**src/rtl/spi_flash_rd_seq.sv**
```systemverilog
// spi_flash_rd_seq: Wishbone-master sequencer that drives the 8-bit SPI master
// core through a serial-flash READ: select on, opcode, 24-bit address, N data
// bytes streamed out on a valid/ready port, select off.
module spi_flash_rd_seq #(
    parameter int         CS_SEL   = 0,
    parameter logic [7:0] READ_CMD = 8'h03,
    parameter int         LEN_W    = 16
) (
    input  logic             wb_clk_i,
    input  logic             wb_rst_i,
    input  logic             start,
    input  logic [23:0]      addr,
    input  logic [LEN_W-1:0] len,
    input  logic             abort,
    output logic             busy,
    output logic             done,
    output logic             aborted,
    output logic [7:0]       rd_data,
    output logic             rd_valid,
    input  logic             rd_ready,
    output logic [15:0]      m_dat_o,
    input  logic [7:0]       m_dat_i,
    output logic             m_we_o,
    output logic [1:0]       m_sel_o,
    output logic             m_stb_o,
    output logic             m_cyc_o,
    input  logic             m_ack_i
);

    // Slave-select register value with only the chosen select driven low.
    localparam logic [7:0] SS_ON = ~(8'h01 << CS_SEL);
    localparam logic [LEN_W-1:0] ONE = {{(LEN_W-1){1'b0}}, 1'b1};

    typedef enum logic [2:0] {
        S_IDLE, S_CS_ON, S_CMD, S_ADR, S_DATA, S_HOLD, S_CS_OFF, S_FIN
    } state_t;

    state_t           state_reg, state_next;
    logic             gap_reg, gap_next;          // 1 = mandatory idle cycle after an ack
    logic [23:0]      addr_reg, addr_next;
    logic [LEN_W-1:0] cnt_reg, cnt_next;          // bytes still to deliver
    logic [1:0]       adr_idx_reg, adr_idx_next;  // which address byte is on the bus
    logic             abort_reg, abort_next;      // abort seen earlier in this transaction
    logic             xfer_reg, xfer_next;        // a real (len != 0) transaction is running
    logic [7:0]       rd_data_reg, rd_data_next;
    logic             rd_valid_reg, rd_valid_next;

    logic             abort_seen;
    logic             stb;
    logic [1:0]       sel;
    logic [15:0]      dat;

    assign abort_seen = abort_reg | abort;

    // State and datapath registers, cleared asynchronously so a reset kills any transfer.
    always_ff @(posedge wb_clk_i or posedge wb_rst_i) begin
        if (wb_rst_i) begin
            state_reg    <= S_IDLE;
            gap_reg      <= 1'b0;
            addr_reg     <= 24'h0;
            cnt_reg      <= '0;
            adr_idx_reg  <= 2'd0;
            abort_reg    <= 1'b0;
            xfer_reg     <= 1'b0;
            rd_data_reg  <= 8'h00;
            rd_valid_reg <= 1'b0;
        end else begin
            state_reg    <= state_next;
            gap_reg      <= gap_next;
            addr_reg     <= addr_next;
            cnt_reg      <= cnt_next;
            adr_idx_reg  <= adr_idx_next;
            abort_reg    <= abort_next;
            xfer_reg     <= xfer_next;
            rd_data_reg  <= rd_data_next;
            rd_valid_reg <= rd_valid_next;
        end
    end

    // Next-state logic and bus outputs; every bus state is issue -> wait ack -> gap.
    always_comb begin
        state_next    = state_reg;
        gap_next      = gap_reg;
        addr_next     = addr_reg;
        cnt_next      = cnt_reg;
        adr_idx_next  = adr_idx_reg;
        abort_next    = abort_reg;
        xfer_next     = xfer_reg;
        rd_data_next  = rd_data_reg;
        rd_valid_next = rd_valid_reg;
        stb           = 1'b0;
        sel           = 2'b00;
        dat           = 16'h0000;

        if (busy && abort) begin
            abort_next = 1'b1;
        end

        case (state_reg)
            S_IDLE: begin
                if (start) begin
                    addr_next    = addr;
                    cnt_next     = len;
                    adr_idx_next = 2'd0;
                    abort_next   = 1'b0;
                    gap_next     = 1'b0;
                    if (len != '0) begin
                        xfer_next  = 1'b1;
                        state_next = S_CS_ON;
                    end else begin
                        xfer_next  = 1'b0;
                        state_next = S_FIN;
                    end
                end
            end

            S_CS_ON, S_CMD, S_ADR, S_DATA, S_CS_OFF: begin
                if (!gap_reg) begin
                    stb = 1'b1;
                    case (state_reg)
                        S_CS_ON: begin
                            sel = 2'b10;
                            dat = {SS_ON, 8'hFF};
                        end
                        S_CMD: begin
                            sel = 2'b01;
                            dat = {8'hFF, READ_CMD};
                        end
                        S_ADR: begin
                            sel = 2'b01;
                            case (adr_idx_reg)
                                2'd0:    dat = {8'hFF, addr_reg[23:16]};
                                2'd1:    dat = {8'hFF, addr_reg[15:8]};
                                default: dat = {8'hFF, addr_reg[7:0]};
                            endcase
                        end
                        S_DATA: begin
                            sel = 2'b01;
                            dat = 16'hFFFF;
                        end
                        default: begin
                            sel = 2'b10;
                            dat = 16'hFFFF;
                        end
                    endcase
                    if (m_ack_i) begin
                        if (state_reg == S_DATA && !abort_seen) begin
                            // HOLD has no bus access, so it already provides the idle gap.
                            rd_data_next  = m_dat_i;
                            rd_valid_next = 1'b1;
                            state_next    = S_HOLD;
                        end else begin
                            gap_next = 1'b1;
                        end
                    end
                end else begin
                    gap_next = 1'b0;
                    case (state_reg)
                        S_CS_ON:  state_next = abort_seen ? S_CS_OFF : S_CMD;
                        S_CMD:    state_next = abort_seen ? S_CS_OFF : S_ADR;
                        S_ADR: begin
                            if (abort_seen) begin
                                state_next = S_CS_OFF;
                            end else if (adr_idx_reg == 2'd2) begin
                                state_next = S_DATA;
                            end else begin
                                adr_idx_next = adr_idx_reg + 2'd1;
                            end
                        end
                        // Only reached when the byte was discarded by an abort.
                        S_DATA:   state_next = S_CS_OFF;
                        default:  state_next = S_FIN;
                    endcase
                end
            end

            S_HOLD: begin
                if (abort_seen) begin
                    rd_valid_next = 1'b0;
                    state_next    = S_CS_OFF;
                end else if (rd_valid_reg && rd_ready) begin
                    rd_valid_next = 1'b0;
                    cnt_next      = cnt_reg - ONE;
                    state_next    = (cnt_reg == ONE) ? S_CS_OFF : S_DATA;
                end
            end

            S_FIN: begin
                xfer_next  = 1'b0;
                state_next = S_IDLE;
            end

            default: state_next = S_IDLE;
        endcase
    end

    assign busy     = (state_reg != S_IDLE) && (state_reg != S_FIN);
    assign done     = (state_reg == S_FIN);
    assign aborted  = (state_reg == S_FIN) && (abort_reg || (abort && xfer_reg));
    assign rd_data  = rd_data_reg;
    assign rd_valid = rd_valid_reg;
    assign m_stb_o  = stb;
    assign m_cyc_o  = stb;
    assign m_we_o   = stb;
    assign m_sel_o  = sel;
    assign m_dat_o  = dat;

endmodule
```
**config.mk**
```make
export PLATFORM = sky130hd
export DESIGN_NAME = spi_flash_rd_seq
export DESIGN_NICKNAME = d
export VERILOG_FILES = /design/src/rtl/spi_flash_rd_seq.sv
export SDC_FILE = /design/constraint.sdc
export NUM_CORES = 1
export LEC_CHECK = 0
export BUFFER_PORTS_ARGS = -buffer_cell sky130_fd_sc_hd__buf_2
export CORE_UTILIZATION = 48
export DETAILED_ROUTE_END_ITERATION = 16
export PLACE_DENSITY = 0.87
export SYNTH_ARGS = -nofsm -noshare
export SYNTH_HDL_FRONTEND = slang
export SYNTH_SLANG_ARGS = --single-unit
```
**constraint.sdc**
```tcl
create_clock -name wb_clk_i -period 1.9 [get_ports wb_clk_i]
set_clock_uncertainty 0.15 [all_clocks]
set_input_delay 0.095 -clock wb_clk_i [delete_from_list [all_inputs] [get_ports wb_clk_i]]
set_output_delay 0.095 -clock wb_clk_i [all_outputs]
set_load 0.03 [all_outputs]
```
==> impl_metrics.tcl <==
set metrics [dict create \
    antenna_found_initial 0 \
    largest_reg_flops 24 \
    status "finished with violations" \
    synth.area.top_cells "dfrtp_1 43%, nand2_1 11%, a21oi_1 4.9%" \
    gp_congestion 0.923 \
    die_h_um 85.5 \
    cp_slowest_stage_delay_ns 0.42 \
    ios 87 \
    clock_sinks 57 \
    worstMarginPinSlew_ns 0.500 \
    hold_viol_final 0 \
    violations "negative setup slack" \
    syn_area_um2 3350 \
    path_cells "inv_2 > ha_4 > buf_6 > a22oi_2 > nand3_1 > a21oi_2 > nor2_1 > buf_4" \
    cts_made_buffers 9 \
    grt_pass1_vias 3709 \
    tns_ns -1.75 \
    cellPowerDensity_nw_per_um2 1760 \
    relSlewSlack 0.666 \
    port_buffers 86 \
    grt-busiest-layer "met2" \
    synthAdderAreaFrac 0.0187 \
    grt_usage 0.313 \
    critPathArrivalTime_ns 1.94 \
    fmax_mhz 459 \
    die_x_um 85.5 \
    cts_root_buffer "clkbuf_8" \
    cts-htree-levels 3 \
    areaGrowthSynthToFinish_pct 53.2 \
    seqPwrFrac 0.250 \
    via_count 3938 \
    avgRoutedWirePerCell_um 18.5 \
    critPathLaunchType "flop" \
    whs_ns 0.0492 \
    coreArea_um2 6760 \
    syn_area_per_cell_um2 8.47 \
    report.final.slew_viol_count 0 \
    synth.area.mux_share 0.0434 \
    finalPower_mw 9.01 \
    design_area_um2 5130 \
    setup_viol_count_final 16 \
    synth_edf_count 0 \
    use_met3 0.0741 \
    ys_ff_latch 57 \
    synth-simple-area-share 0.259 \
    clkPwrFrac 0.133 \
    clk_pin_slew_worst_paths_ns 0.07 \
    vias_per_cell 6.08 \
    post-synth-top-area-cell "dfrtp_1" \
    overflow 0 \
    cts_tree "yes" \
    synthTopCellsByCount "100 x nand2_1, 57 x dfrtp_1, 33 x a21oi_1" \
    ys.flop_type "dfrtp_1" \
    rows 30 \
    place_area_um2 4000 \
    grt.met2_usage 0.523 \
    yosysUniqueCellTypes 57 \
    path_buf_inv 3 \
    synth.most_common_cell "nand2_1" \
    synth_compound_area_frac 0.175 \
    slowest_stage "dfrtp_2" \
    async_reset_ff_frac 1.00 \
    drc 0 \
    drive_above_1_share 0.387 \
    grt_max_degree 28 \
    synth_nets 454 \
    worst_slack_ns -0.281 \
    synth_seq_area_share 0.426 \
    nFillCells 400 \
    yosys_warnings 0 \
    pwr-share-comb 0.617 \
    p_switching_mw 4.25 \
    clockBufferDepth 2 \
    synth_top_area_share 0.426 \
    crit_required_ns 1.65 \
    antenna_cells 0 \
    synthCells 395 \
    critical_path_class "flop to output port" \
    initial_utilization 0.495 \
    critPathMaxFanout 6 \
    final_core_util 0.759 \
    vdd_drop_max_v 0.00115 \
    clock_latency_ns 0.35 \
    grt_pass1_wl_um 17600 \
    first_iter_violations 591 \
    max_cap_viol_count 0 \
    worst_setup_path_end_kind "output port" \
    hold_path.class "input pin to flop" \
    switching_share 0.472 \
    ant_nets 0 \
    timing.final.crit_period_ns 2.18 \
    grt_setup_unrepaired "true" \
    synth-xor-area-share 0 \
    nNetsFinal 622 \
    dpl.hpwl_um 6420 \
    first_pass_iters 6 \
    period_share 1.15 \
    design.die.area_um2 7310 \
    p_int_mw 4.75 \
    use_met1 0.373 \
    synth_top_family_by_area "simple AND/OR/NAND/NOR gates" \
    leakage_nw 2.40 \
    crit_family "flip-flops" \
    totalWireLength_um 12000 \
]
-- kinds of logic (layout without fill, tap and decap cells) --
group / after synthesis / after routing
buffers and inverters: 43 / 215
AOI/OAI and AO/OA: 92 / 92
adders and majority gates: 5 / 5
DFF: 57 / 57
and+or+nand+nor: 188 / 189
muxes: 10 / 10
-- cell type report --
cell class / instances / area [um2] / area share
clock buffer: 10 / 138 / 0.0268
clock inverter: 6 / 67.6 / 0.0132
inverter: 9 / 33.8 / 0.00659
multi-input combinational: 296 / 1860 / 0.364
sequential: 57 / 1430 / 0.279
tap: 80 / 100 / 0.0195
timing repair buffer: 190 / 1490 / 0.291
-- final timing paths --
kind | cells past startpoint | from | end | slack [ns]
worst max register to register | 5 | cnt_reg[13] | state_reg[1] | -0.11
worst min register to register | 2 | addr_reg[2] | addr_reg[2] | 0.33
worst min-delay path | 4 | len[13] | cnt_reg[13] | 0.05
max in group asynchronous | 4 | wb_rst_i | state_reg[0] | 0.85
min in group asynchronous | 3 | wb_rst_i | cnt_reg[9] | 0.16
worst max-delay path | 8 | adr_idx_reg[0] | m_dat_o[7] | -0.28
-- repair_timing --
item / 4_1_cts / 5_1_grt
buffers inserted: 4 / 8
endpoints found under the hold margin: 93 / 0
endpoints found under the setup margin: 23 / 46
pin swaps: 22 / 13
hold buffers: 50 / 0
cloned: 0 / 2
gates resized for setup: 39 / 61
-- routing by layer --
layer / wire length, um / vias to the layer above
li1: - / 1706
met1: 4370 / 1843
met2: 5780 / 306
met3: 1160 / 83
met4: 673 / 0
met5: 0 / -
-- through the flow --
step / std cells / setup slack (ns)
3_5_place_dp: 568 / -0.0338
4_1_cts: 638 / -0.173
6_report: 648 / -0.281
3_3_place_gp: 568 / 0.0312
5_1_grt: 648 / -0.333
2_1_floorplan: 395 / -0.0804
-- cell usage in the layout, fill, tap and decap left out, types with 3 or more instances in the layout --
cell type / n
nand2_1: 97
buf_2: 65
dfrtp_1: 54
buf_4: 54
dlygate4sd3_1: 50
a21oi_1: 27
nor2_1: 23
o21ai_0: 20
buf_6: 18
nand3_1: 13
clkbuf_8: 10
mux2_4: 9
a22oi_2: 7
nor3_1: 6
a21oi_2: 6
inv_1: 5
nor2_4: 5
inv_2: 4
nand2b_1: 4
nor4_1: 4
nor2_2: 4
nor3_2: 3
o21a_1: 3
nand2_2: 3
o22a_1: 3
nor2b_1: 3
a22oi_1: 3
o22ai_1: 3
ha_1: 3
dfrtp_2: 3
buf_12: 3
-- worst min-delay path, cell delays in order --
cell and delay, ns:
buf_2 0.09, nor2_1 0.05, a31oi_1 0.14, o22a_1 0.14
-- power by group through the flow --
stage | sequential, mW | clock (mW) | combinational (mW)
floorplan | 2.28 | 0 | 3.05
global placement | 2.15 | 0 | 4.18
detailed placement | 2.18 | 0 | 4.31
CTS | 2.20 | 1.19 | 4.76
global route | 2.31 | 1.26 | 5.86
finish | 2.25 | 1.20 | 5.56
No activity file was read; power rests on OpenSTA's default activity.
